<file path="src/rtl/spectro_pkg.sv">
// -----------------------------------------------------------------------------
// spectro_pkg
// Shared constants and types for the spectrogram serial frame.
//   WORD_W     : bits per slot, sent MSB first, one bit per clock
//   N_SLOTS    : slots per frame (slot 0 = RTC timestamp, 1..15 = filter channels)
//   SEL_W      : width of the slot index
//   FIFO_DEPTH : default depth of the receiver output FIFO (power of 2)
//   rx_state_e : receiver FSM state encoding
//   slot_word_t: one rebuilt word tagged with its slot index
// -----------------------------------------------------------------------------
package spectro_pkg;

  localparam int WORD_W     = 12;
  localparam int N_SLOTS    = 16;
  localparam int SEL_W      = 4;
  localparam int FIFO_DEPTH = 4;
  localparam int CNT_W      = $clog2(WORD_W);

  localparam logic [SEL_W-1:0] SLOT_RTC  = '0;
  localparam logic [SEL_W-1:0] LAST_SLOT = SEL_W'(N_SLOTS - 1);

  typedef enum logic [1:0] {
    ST_IDLE,
    ST_SHIFT,
    ST_WAIT_END
  } rx_state_e;

  typedef struct packed {
    logic [SEL_W-1:0]  chan;
    logic [WORD_W-1:0] data;
  } slot_word_t;

endpackage

</file>
<file path="src/rtl/spectro_frame_receiver_if.sv">
// -----------------------------------------------------------------------------
// spectro_frame_receiver_if
// Bundles the serial link inputs, the tagged valid/ready word stream and the
// frame status outputs of the receiver.
//   master : transmitter/consumer side (drives link and m_ready)
//   slave  : receiver side (samples link, drives stream and status)
// -----------------------------------------------------------------------------
interface spectro_frame_receiver_if;

  logic                             sdata;
  logic                             sl;
  logic [spectro_pkg::SEL_W-1:0]    sel;
  logic                             frame_rst;

  logic                             m_valid;
  logic                             m_ready;
  logic [spectro_pkg::WORD_W-1:0]   m_data;
  logic [spectro_pkg::SEL_W-1:0]    m_chan;
  logic                             m_last;

  logic                             frame_done;
  logic                             err_seq;
  logic                             err_len;
  logic                             err_ovr;

  modport master (
    output sdata, sl, sel, frame_rst, m_ready,
    input  m_valid, m_data, m_chan, m_last, frame_done, err_seq, err_len, err_ovr
  );

  modport slave (
    input  sdata, sl, sel, frame_rst, m_ready,
    output m_valid, m_data, m_chan, m_last, frame_done, err_seq, err_len, err_ovr
  );

endinterface

</file>
<file path="src/rtl/spectro_frame_receiver_slot_fifo.sv">
// -----------------------------------------------------------------------------
// slot_fifo
// Synchronous FIFO, DEPTH a power of 2. A push into a full FIFO is accepted
// when a pop happens in the same cycle. The head is presented directly from
// storage and forced to zero while empty.
//   clk, rst_n : clock, async active-low reset
//   push_i     : write din_i (ignored when full without a simultaneous pop)
//   din_i      : write data
//   pop_i      : remove the head (ignored when empty)
//   dout_o     : current head, zero when empty
//   full_o     : DEPTH entries stored
//   empty_o    : no entries stored
// -----------------------------------------------------------------------------
module slot_fifo #(
  parameter int WIDTH = 16,
  parameter int DEPTH = 4
) (
  input  logic             clk,
  input  logic             rst_n,
  input  logic             push_i,
  input  logic [WIDTH-1:0] din_i,
  input  logic             pop_i,
  output logic [WIDTH-1:0] dout_o,
  output logic             full_o,
  output logic             empty_o
);

  localparam int PTR_W = $clog2(DEPTH);

  logic [WIDTH-1:0] mem_q [DEPTH];
  logic [PTR_W-1:0] wr_ptr_q, rd_ptr_q;
  logic [PTR_W:0]   count_q;
  logic             push_ok, pop_ok;

  assign empty_o = (count_q == '0);
  assign full_o  = (count_q == (PTR_W+1)'(DEPTH));
  assign pop_ok  = pop_i & ~empty_o;
  assign push_ok = push_i & (~full_o | pop_ok);

  // NOTE: the storage array has no reset; only the pointers and count do.
  // A reset therefore empties the FIFO, and the gated head keeps the outputs
  // at zero until real data is written.
  always_ff @(posedge clk) begin
    if (push_ok) mem_q[wr_ptr_q] <= din_i;
  end

  // NOTE: all state is updated with non-blocking assignments so every flop
  // samples the pre-edge values, independent of statement order.
  always_ff @(posedge clk or negedge rst_n) begin
    if (!rst_n) begin
      wr_ptr_q <= '0;
      rd_ptr_q <= '0;
      count_q  <= '0;
    end else begin
      if (push_ok) wr_ptr_q <= wr_ptr_q + PTR_W'(1);
      if (pop_ok)  rd_ptr_q <= rd_ptr_q + PTR_W'(1);
      case ({push_ok, pop_ok})
        2'b10:   count_q <= count_q + (PTR_W+1)'(1);
        2'b01:   count_q <= count_q - (PTR_W+1)'(1);
        default: count_q <= count_q;
      endcase
    end
  end

  assign dout_o = empty_o ? '0 : mem_q[rd_ptr_q];

endmodule

</file>
<file path="src/rtl/spectro_frame_receiver.sv">
// -----------------------------------------------------------------------------
// spectro_frame_receiver
// Deserializes the spectrogram frame: samples sdata under the slot strobe,
// rebuilds one WORD_W-bit word per slot, checks slot order and lengths, and
// queues {slot index, word} into an output FIFO read as a valid/ready stream.
//   clk, rst_n : clock, async active-low reset
//   bus.slave  : sdata/sl/sel/frame_rst in; m_valid/m_data/m_chan/m_last out
//                with m_ready in; frame_done pulse; sticky err_seq/err_len/err_ovr
// -----------------------------------------------------------------------------
module spectro_frame_receiver
  import spectro_pkg::*;
#(
  parameter int FIFO_DEPTH = spectro_pkg::FIFO_DEPTH
) (
  input  logic                     clk,
  input  logic                     rst_n,
  spectro_frame_receiver_if.slave  bus
);

  rx_state_e         state_q, state_d;
  logic [CNT_W-1:0]  bit_cnt_q, bit_cnt_d;
  logic [SEL_W-1:0]  exp_chan_q, exp_chan_d;
  logic [WORD_W-1:0] shreg_q, shreg_d;
  logic              err_seq_q, err_seq_d;
  logic              err_len_q, err_len_d;
  logic              err_ovr_q, err_ovr_d;
  logic              frame_done_q, frame_done_d;
  logic              wr_pend_q, wr_pend_d;
  slot_word_t        wr_word_q, wr_word_d;

  logic              frame_start;
  logic [WORD_W-1:0] shifted;
  logic              fifo_full, fifo_empty, fifo_pop, ovr_drop;
  slot_word_t        head;

  assign shifted  = {shreg_q[WORD_W-2:0], bus.sdata};
  assign fifo_pop = ~fifo_empty & bus.m_ready;
  // A staged word that meets a full FIFO with no pop is lost.
  assign ovr_drop = wr_pend_q & fifo_full & ~fifo_pop;

  // NOTE: every variable gets its default before the case so no path leaves
  // one unassigned, which would otherwise infer a latch.
  always_comb begin
    state_d      = state_q;
    bit_cnt_d    = bit_cnt_q;
    exp_chan_d   = exp_chan_q;
    shreg_d      = shreg_q;
    err_seq_d    = err_seq_q;
    err_len_d    = err_len_q;
    err_ovr_d    = err_ovr_q;
    frame_done_d = 1'b0;
    wr_pend_d    = 1'b0;
    wr_word_d    = wr_word_q;
    frame_start  = 1'b0;

    unique case (state_q)
      ST_IDLE: begin
        if (bus.frame_rst)            err_len_d   = 1'b1;
        else if (bus.sl) begin
          if (bus.sel == SLOT_RTC)    frame_start = 1'b1;
          else                        err_seq_d   = 1'b1;
        end
      end

      ST_SHIFT: begin
        if (bus.frame_rst) begin
          err_len_d = 1'b1;
          bit_cnt_d = '0;
          state_d   = ST_IDLE;
        end else if (bit_cnt_q != '0) begin
          if (bus.sl) begin
            // Short slot: drop the partial word and restart on this strobe.
            err_len_d  = 1'b1;
            shreg_d    = WORD_W'(bus.sdata);
            bit_cnt_d  = CNT_W'(1);
            exp_chan_d = bus.sel;
          end else begin
            shreg_d = shifted;
            if (bit_cnt_q == CNT_W'(WORD_W - 1)) begin
              // Stage the word so the FIFO write lands one edge later.
              bit_cnt_d = '0;
              wr_pend_d = 1'b1;
              wr_word_d = '{chan: exp_chan_q, data: shifted};
              if (exp_chan_q == LAST_SLOT) state_d    = ST_WAIT_END;
              else                         exp_chan_d = exp_chan_q + SEL_W'(1);
            end else begin
              bit_cnt_d = bit_cnt_q + CNT_W'(1);
            end
          end
        end else if (bus.sl) begin
          if (bus.sel != exp_chan_q) begin
            err_seq_d  = 1'b1;
            exp_chan_d = bus.sel;
          end
          shreg_d   = WORD_W'(bus.sdata);
          bit_cnt_d = CNT_W'(1);
        end else begin
          err_len_d = 1'b1;
          state_d   = ST_IDLE;
        end
      end

      ST_WAIT_END: begin
        if (bus.frame_rst) begin
          frame_done_d = ~(err_seq_q | err_len_q | err_ovr_q | ovr_drop);
          state_d      = ST_IDLE;
        end else if (bus.sl) begin
          if (bus.sel == SLOT_RTC) begin
            frame_start = 1'b1;
          end else begin
            err_seq_d = 1'b1;
            err_len_d = 1'b1;
            state_d   = ST_IDLE;
          end
        end
      end

      default: state_d = ST_IDLE;
    endcase

    if (frame_start) begin
      err_seq_d  = 1'b0;
      err_len_d  = 1'b0;
      err_ovr_d  = 1'b0;
      shreg_d    = WORD_W'(bus.sdata);
      bit_cnt_d  = CNT_W'(1);
      exp_chan_d = SLOT_RTC;
      state_d    = ST_SHIFT;
      // A frame started without the closing frame_rst is reported on the new frame.
      if (state_q == ST_WAIT_END) err_len_d = 1'b1;
    end
    if (ovr_drop) err_ovr_d = 1'b1;
  end

  always_ff @(posedge clk or negedge rst_n) begin
    if (!rst_n) begin
      state_q      <= ST_IDLE;
      bit_cnt_q    <= '0;
      exp_chan_q   <= '0;
      shreg_q      <= '0;
      err_seq_q    <= 1'b0;
      err_len_q    <= 1'b0;
      err_ovr_q    <= 1'b0;
      frame_done_q <= 1'b0;
      wr_pend_q    <= 1'b0;
      wr_word_q    <= '0;
    end else begin
      state_q      <= state_d;
      bit_cnt_q    <= bit_cnt_d;
      exp_chan_q   <= exp_chan_d;
      shreg_q      <= shreg_d;
      err_seq_q    <= err_seq_d;
      err_len_q    <= err_len_d;
      err_ovr_q    <= err_ovr_d;
      frame_done_q <= frame_done_d;
      wr_pend_q    <= wr_pend_d;
      wr_word_q    <= wr_word_d;
    end
  end

  slot_fifo #(
    .WIDTH ($bits(slot_word_t)),
    .DEPTH (FIFO_DEPTH)
  ) u_fifo (
    .clk     (clk),
    .rst_n   (rst_n),
    .push_i  (wr_pend_q),
    .din_i   (wr_word_q),
    .pop_i   (fifo_pop),
    .dout_o  (head),
    .full_o  (fifo_full),
    .empty_o (fifo_empty)
  );

  assign bus.m_valid    = ~fifo_empty;
  assign bus.m_data     = head.data;
  assign bus.m_chan     = head.chan;
  assign bus.m_last     = ~fifo_empty & (head.chan == LAST_SLOT);
  assign bus.frame_done = frame_done_q;
  assign bus.err_seq    = err_seq_q;
  assign bus.err_len    = err_len_q;
  assign bus.err_ovr    = err_ovr_q;

endmodule

</file>
<file path="src/flat_wrapper.sv">
// flat-port wrapper written by rule: the top's interface ports become plain ports
module spectro_frame_receiver_flat import spectro_pkg::*;
#(
  parameter int FIFO_DEPTH = spectro_pkg::FIFO_DEPTH
)
  (clk, rst_n, bus_sdata, bus_sl, bus_sel, bus_frame_rst, bus_m_ready, bus_m_valid, bus_m_data, bus_m_chan, bus_m_last, bus_frame_done, bus_err_seq, bus_err_len, bus_err_ovr);
  spectro_frame_receiver_if bus_i ();
  input  logic clk;
  input  logic rst_n;
  input wire logic [$bits(bus_i.sdata)-1:0] bus_sdata;
  input wire logic [$bits(bus_i.sl)-1:0] bus_sl;
  input wire logic [$bits(bus_i.sel)-1:0] bus_sel;
  input wire logic [$bits(bus_i.frame_rst)-1:0] bus_frame_rst;
  input wire logic [$bits(bus_i.m_ready)-1:0] bus_m_ready;
  output wire logic [$bits(bus_i.m_valid)-1:0] bus_m_valid;
  output wire logic [$bits(bus_i.m_data)-1:0] bus_m_data;
  output wire logic [$bits(bus_i.m_chan)-1:0] bus_m_chan;
  output wire logic [$bits(bus_i.m_last)-1:0] bus_m_last;
  output wire logic [$bits(bus_i.frame_done)-1:0] bus_frame_done;
  output wire logic [$bits(bus_i.err_seq)-1:0] bus_err_seq;
  output wire logic [$bits(bus_i.err_len)-1:0] bus_err_len;
  output wire logic [$bits(bus_i.err_ovr)-1:0] bus_err_ovr;
  assign bus_i.sdata = bus_sdata;
  assign bus_i.sl = bus_sl;
  assign bus_i.sel = bus_sel;
  assign bus_i.frame_rst = bus_frame_rst;
  assign bus_i.m_ready = bus_m_ready;
  assign bus_m_valid = bus_i.m_valid;
  assign bus_m_data = bus_i.m_data;
  assign bus_m_chan = bus_i.m_chan;
  assign bus_m_last = bus_i.m_last;
  assign bus_frame_done = bus_i.frame_done;
  assign bus_err_seq = bus_i.err_seq;
  assign bus_err_len = bus_i.err_len;
  assign bus_err_ovr = bus_i.err_ovr;
  spectro_frame_receiver #(.FIFO_DEPTH(FIFO_DEPTH)) u_core (.clk(clk), .rst_n(rst_n), .bus(bus_i));
endmodule
</file>
<file path="config.mk">
export PLATFORM = sky130hd
export DESIGN_NAME = spectro_frame_receiver_flat
export DESIGN_NICKNAME = d
export VERILOG_FILES = /design/src/rtl/spectro_pkg.sv /design/src/rtl/spectro_frame_receiver_if.sv /design/src/rtl/spectro_frame_receiver_slot_fifo.sv /design/src/rtl/spectro_frame_receiver.sv /design/src/flat_wrapper.sv
export SDC_FILE = /design/constraint.sdc
export NUM_CORES = 1
export LEC_CHECK = 0
export BUFFER_PORTS_ARGS = -buffer_cell sky130_fd_sc_hd__buf_2
export CORE_ASPECT_RATIO = 1.4
export CORE_UTILIZATION = 62
export CTS_CLUSTER_DIAMETER = 30
export DETAILED_ROUTE_END_ITERATION = 10
export HOLD_SLACK_MARGIN = 0.08
export PLACE_DENSITY = 0.77
export SETUP_SLACK_MARGIN = 0.1
export SLEW_MARGIN = 20
export SYNTH_ARGS = -nofsm -noshare
export SYNTH_HDL_FRONTEND = slang
export SYNTH_HIERARCHICAL = 1
export SYNTH_SLANG_ARGS = --single-unit
</file>
<file path="constraint.sdc">
create_clock -name clk -period 4.6 [get_ports clk]
set_input_delay 0.46 -clock clk [delete_from_list [all_inputs] [get_ports clk]]
set_output_delay 0.46 -clock clk [all_outputs]
set_load 0.005 [all_outputs]
</file>
==> run summary <==
Clock-pin slew of the registers on the worst-case setup and hold paths = 0.05 ns
Final count of hold timing violations = 0
Most frequently used cell type in the post-synthesis netlist = sky130_fd_sc_hd__nand2_1
Number of cells in the finished layout apart from fillers = 517
Floorplan die height = 108 um
Clock latency of the later-clocked register in the worst-skew pair = 0.51 ns
Adder-cell area share of the yosys netlist = 2.43%
Count of final setup violators = 0
Setup repair after global routing missed its margin = no
Synthesized area per cell = 13.4 um2
Int Power = 2.26 mW
Peak supply drop = 0.000391 V
Vias in the first global route = 2914
Global-route wire length before repair = 14600 um
Area share of and/or/nand/nor cells after synthesis = 13.4%
Switching fraction of total power = 27.2%
Total of warnings raised by yosys = 6
Fraction of final layout cells sized beyond drive strength 1 = 20.9%
Top fanout value on the critical path = 18
# DRC = 0
Worst path arrival time = 2.31 ns
Fraction of registers with async set or reset after synthesis = 43.4%
I/O Buffers = 31
Most frequent cells after synthesis = 75 x sky130_fd_sc_hd__nand2_1, 64 x sky130_fd_sc_hd__edfxtp_1, 49 x sky130_fd_sc_hd__dfrtp_1
Mux cell area share after synthesis = 8.43%
P per Cell Area = 550 nW/um2
Total of flip-flops plus latches after synthesis = 113
Die footprint = 8340 um2
Cells after synthesis = 368
Sw power = 847 uW
Violation count after the first detailed-routing iteration = 215
Routed WL = 9050 um
Part of the power in registers = 41.3%
Via density per instance = 5.71
Maximum Capacitance Violations = 0
Sum of internal, switching and leakage power = 3.11 mW
Synthesis-to-finish area growth = 14.5%
CTS resizes = 0
Number of distinct library cells after synthesis = 54
Via count = 2950
CTS buffer count = 17
Largest family of logic cells by synthesized area = simple AND/OR/NAND/NOR gates
Worst-Margin Slew = 0.994 ns
Logic gate share of total power = 21.1%
Synth Cell Area = 4940 um2
Register area share after synthesis = 63.7%
Worst min-delay path class = primary input to register
Row cnt = 38
Share of the synthesized area in compound gates (AO/OA/AOI/OAI) = 6.15%
Total half-perimeter wirelength after legalization and detailed placement = 5460 um
Cell area after layout = 5660 um2
Placeable core region = 7750 um2
Pin count of the biggest net entering global routing = 50
Setup crit end kind = output port
Share of Yosys cell area claimed by the top area cell type = 38.9%
Prevailing post-synth register cell = sky130_fd_sc_hd__edfxtp_1
Slew Limit Headroom = 33.5%
CTS max path bufs = 2
I/O pins = 32
Initial cell density of the core = 63.8%
Post-CTS setup repair buffer count = 0
Router iterations before antenna repair = 5
Number of nets at the end of the flow = 423
Period Utilization, post-route = 60.1%
Routed wire length per instance = 17.5 um
Initial antenna violation count = 0
Total global routing overflow = 0
Placer congestion estimate = 0.848
Total routing resource utilization after global routing = 24.4%
Top cells by area in the synthesized netlist = sky130_fd_sc_hd__edfxtp_1 39%, sky130_fd_sc_hd__dfrtp_1 25%, sky130_fd_sc_hd__mux4_2 7.3%
Power share of the clock group = 37.6%
# placed instances = 484
Reg-to-reg slack, setup = 2.15 ns
Count of flip-flops with a built-in enable after synthesis = 64
Post-synth top area cell = sky130_fd_sc_hd__edfxtp_1
Remaining antenna violation count after routing = 0
Worst clock skew = 0.0103 ns
Critical Path Source Type = register
Leak Pwr = 2.22 nW
CTS tree = done
Buffer type at the clock tree root = sky130_fd_sc_hd__clkbuf_8
Horizontal die dimension = 77.4 um
Highest Clock Rate = 0.362 GHz
Endpoint required time on the critical path = 4.14 ns
Net Count, Synth = 387
Number of sinks handled by clock tree synthesis = 113
Status = finished clean
Instance area after placement = 5100 um2
Ant. Diodes = 0
Crit Path Class = register to output port
Total negative slack = 0 ns
Share of the synthesized netlist area taken by xor and xnor gates = 1.95%
Tmin final = 2.77 ns
Final Max Slew Viols = 0
Number of H-tree branching levels = 4
[timing repair]
| item | 4_1_cts | 5_1_grt |
|---|---|---|
| setup endpoints to repair | 0 | 0 |
| hold buffers | 0 | 1 |
| hold endpoints to repair | 0 | 49 |
[logic make-up after synthesis]
kind of cell               after synthesis
AOI/OAI and AO/OA                       44
xor gates and xnor gates                11
adders and majority gates                9
buffers and inverters                   32
DFF                                    113
muxes                                   21
and+or+nand+nor                        138
[placed cells by master (no fill, tap or decap), drive strengths merged, types with 2 or more instances in the layout]
cell / n
clkinv: 8
nor2b: 20
xnor2: 7
ha: 8
a21o: 2
mux2: 2
o21ai: 19
or2: 2
clkbuf: 24
o22ai: 3
xor2: 4
dfrtp: 49
nor2: 13
nand4: 3
nor3: 8
a31oi: 2
a32o: 2
edfxtp: 64
or3b: 2
and2: 5
mux4: 16
inv: 15
a21oi: 6
nand3: 2
nand2: 75
and3: 3
mux2i: 3
o21a: 2
buf: 32
[per-stage QoR]
| step | hold WS, ns | setup slack (ns) | utilization (%) |
|---|---|---|---|
| after detailed placement | 0.471 | 2.04 | 65.8 |
| after CTS | 0.155 | 1.43 | 72.8 |
| after floorplan | 0.164 | 2.09 | - |
| after global routing | 0.185 | 1.70 | 73.0 |
| final | 0.181 | 1.83 | 73.0 |
| after global placement | 0.466 | 2.07 | 65.8 |
[area by class of cell]
cell class | count | area [um2]
clock inverter | 8 | 61.3
timing repair buffer | 33 | 175
inverter | 16 | 65.1
sequential | 113 | 3150
multi-input combinational | 223 | 1600
fill | 514 | 2090
clock buffer | 24 | 480
tap | 100 | 125
[routing by layer]
layer  wire [um]  vias up  GRT usage (%)
li1            -     1374              -
met1        3660     1450           29.0
met2        4730      116           40.8
met3         558       10           7.63
met4         108        0           11.1
met5           0        -              0
[critical path: stages (launching register included)]
cell                      delay, ns
sky130_fd_sc_hd__dfrtp_2       0.76
sky130_fd_sc_hd__mux4_2        0.59
sky130_fd_sc_hd__nor2b_1       0.16
sky130_fd_sc_hd__nand4_1       0.10
sky130_fd_sc_hd__nor2_1        0.05
sky130_fd_sc_hd__buf_2         0.13
[registers in the layout, summed over array words and instances (netlist names)]
| register | cells |
|---|---|
| u_core/bit_cnt_q | 4 |
| u_core/bus.err_len | 1 |
| u_core/bus.err_ovr | 1 |
| u_core/bus.err_seq | 1 |
| u_core/bus.frame_done | 1 |
| u_core/exp_chan_q | 4 |
| u_core/shreg_q | 11 |
| u_core/state_q | 2 |
| u_core/u_fifo/count_q | 3 |
| u_core/u_fifo/mem_q | 64 |
| u_core/u_fifo/rd_ptr_q | 2 |
| u_core/u_fifo/wr_ptr_q | 2 |
| u_core/wr_pend_q | 1 |
| u_core/wr_word_q | 16 |
[power groups by stage]
stage	sequential (mW)	clock, mW	combinational (mW)
CTS	1.28	1.18	0.662
floorplan	1.19	0	0.564
finish	1.29	1.17	0.656
global route	1.30	1.23	0.726
global placement	1.29	0	0.632
detailed placement	1.30	0	0.652
[worst paths after layout]
check	from	cells past startpoint	endpoint
setup / recovery	u_core/u_fifo/rd_ptr_q[0]	5	bus_m_last
hold / removal	bus_sdata	3	u_core/wr_word_q[0]
setup reg to reg	u_core/u_fifo/count_q[0]	11	u_core/u_fifo/count_q[2]
hold reg to reg	u_core/shreg_q[10]	2	u_core/shreg_q[10]
max in group asynchronous	rst_n	2	u_core/u_fifo/rd_ptr_q[0]
min in group asynchronous	rst_n	2	u_core/bit_cnt_q[3]
Note: power is estimated with default switching activity, not from simulation.
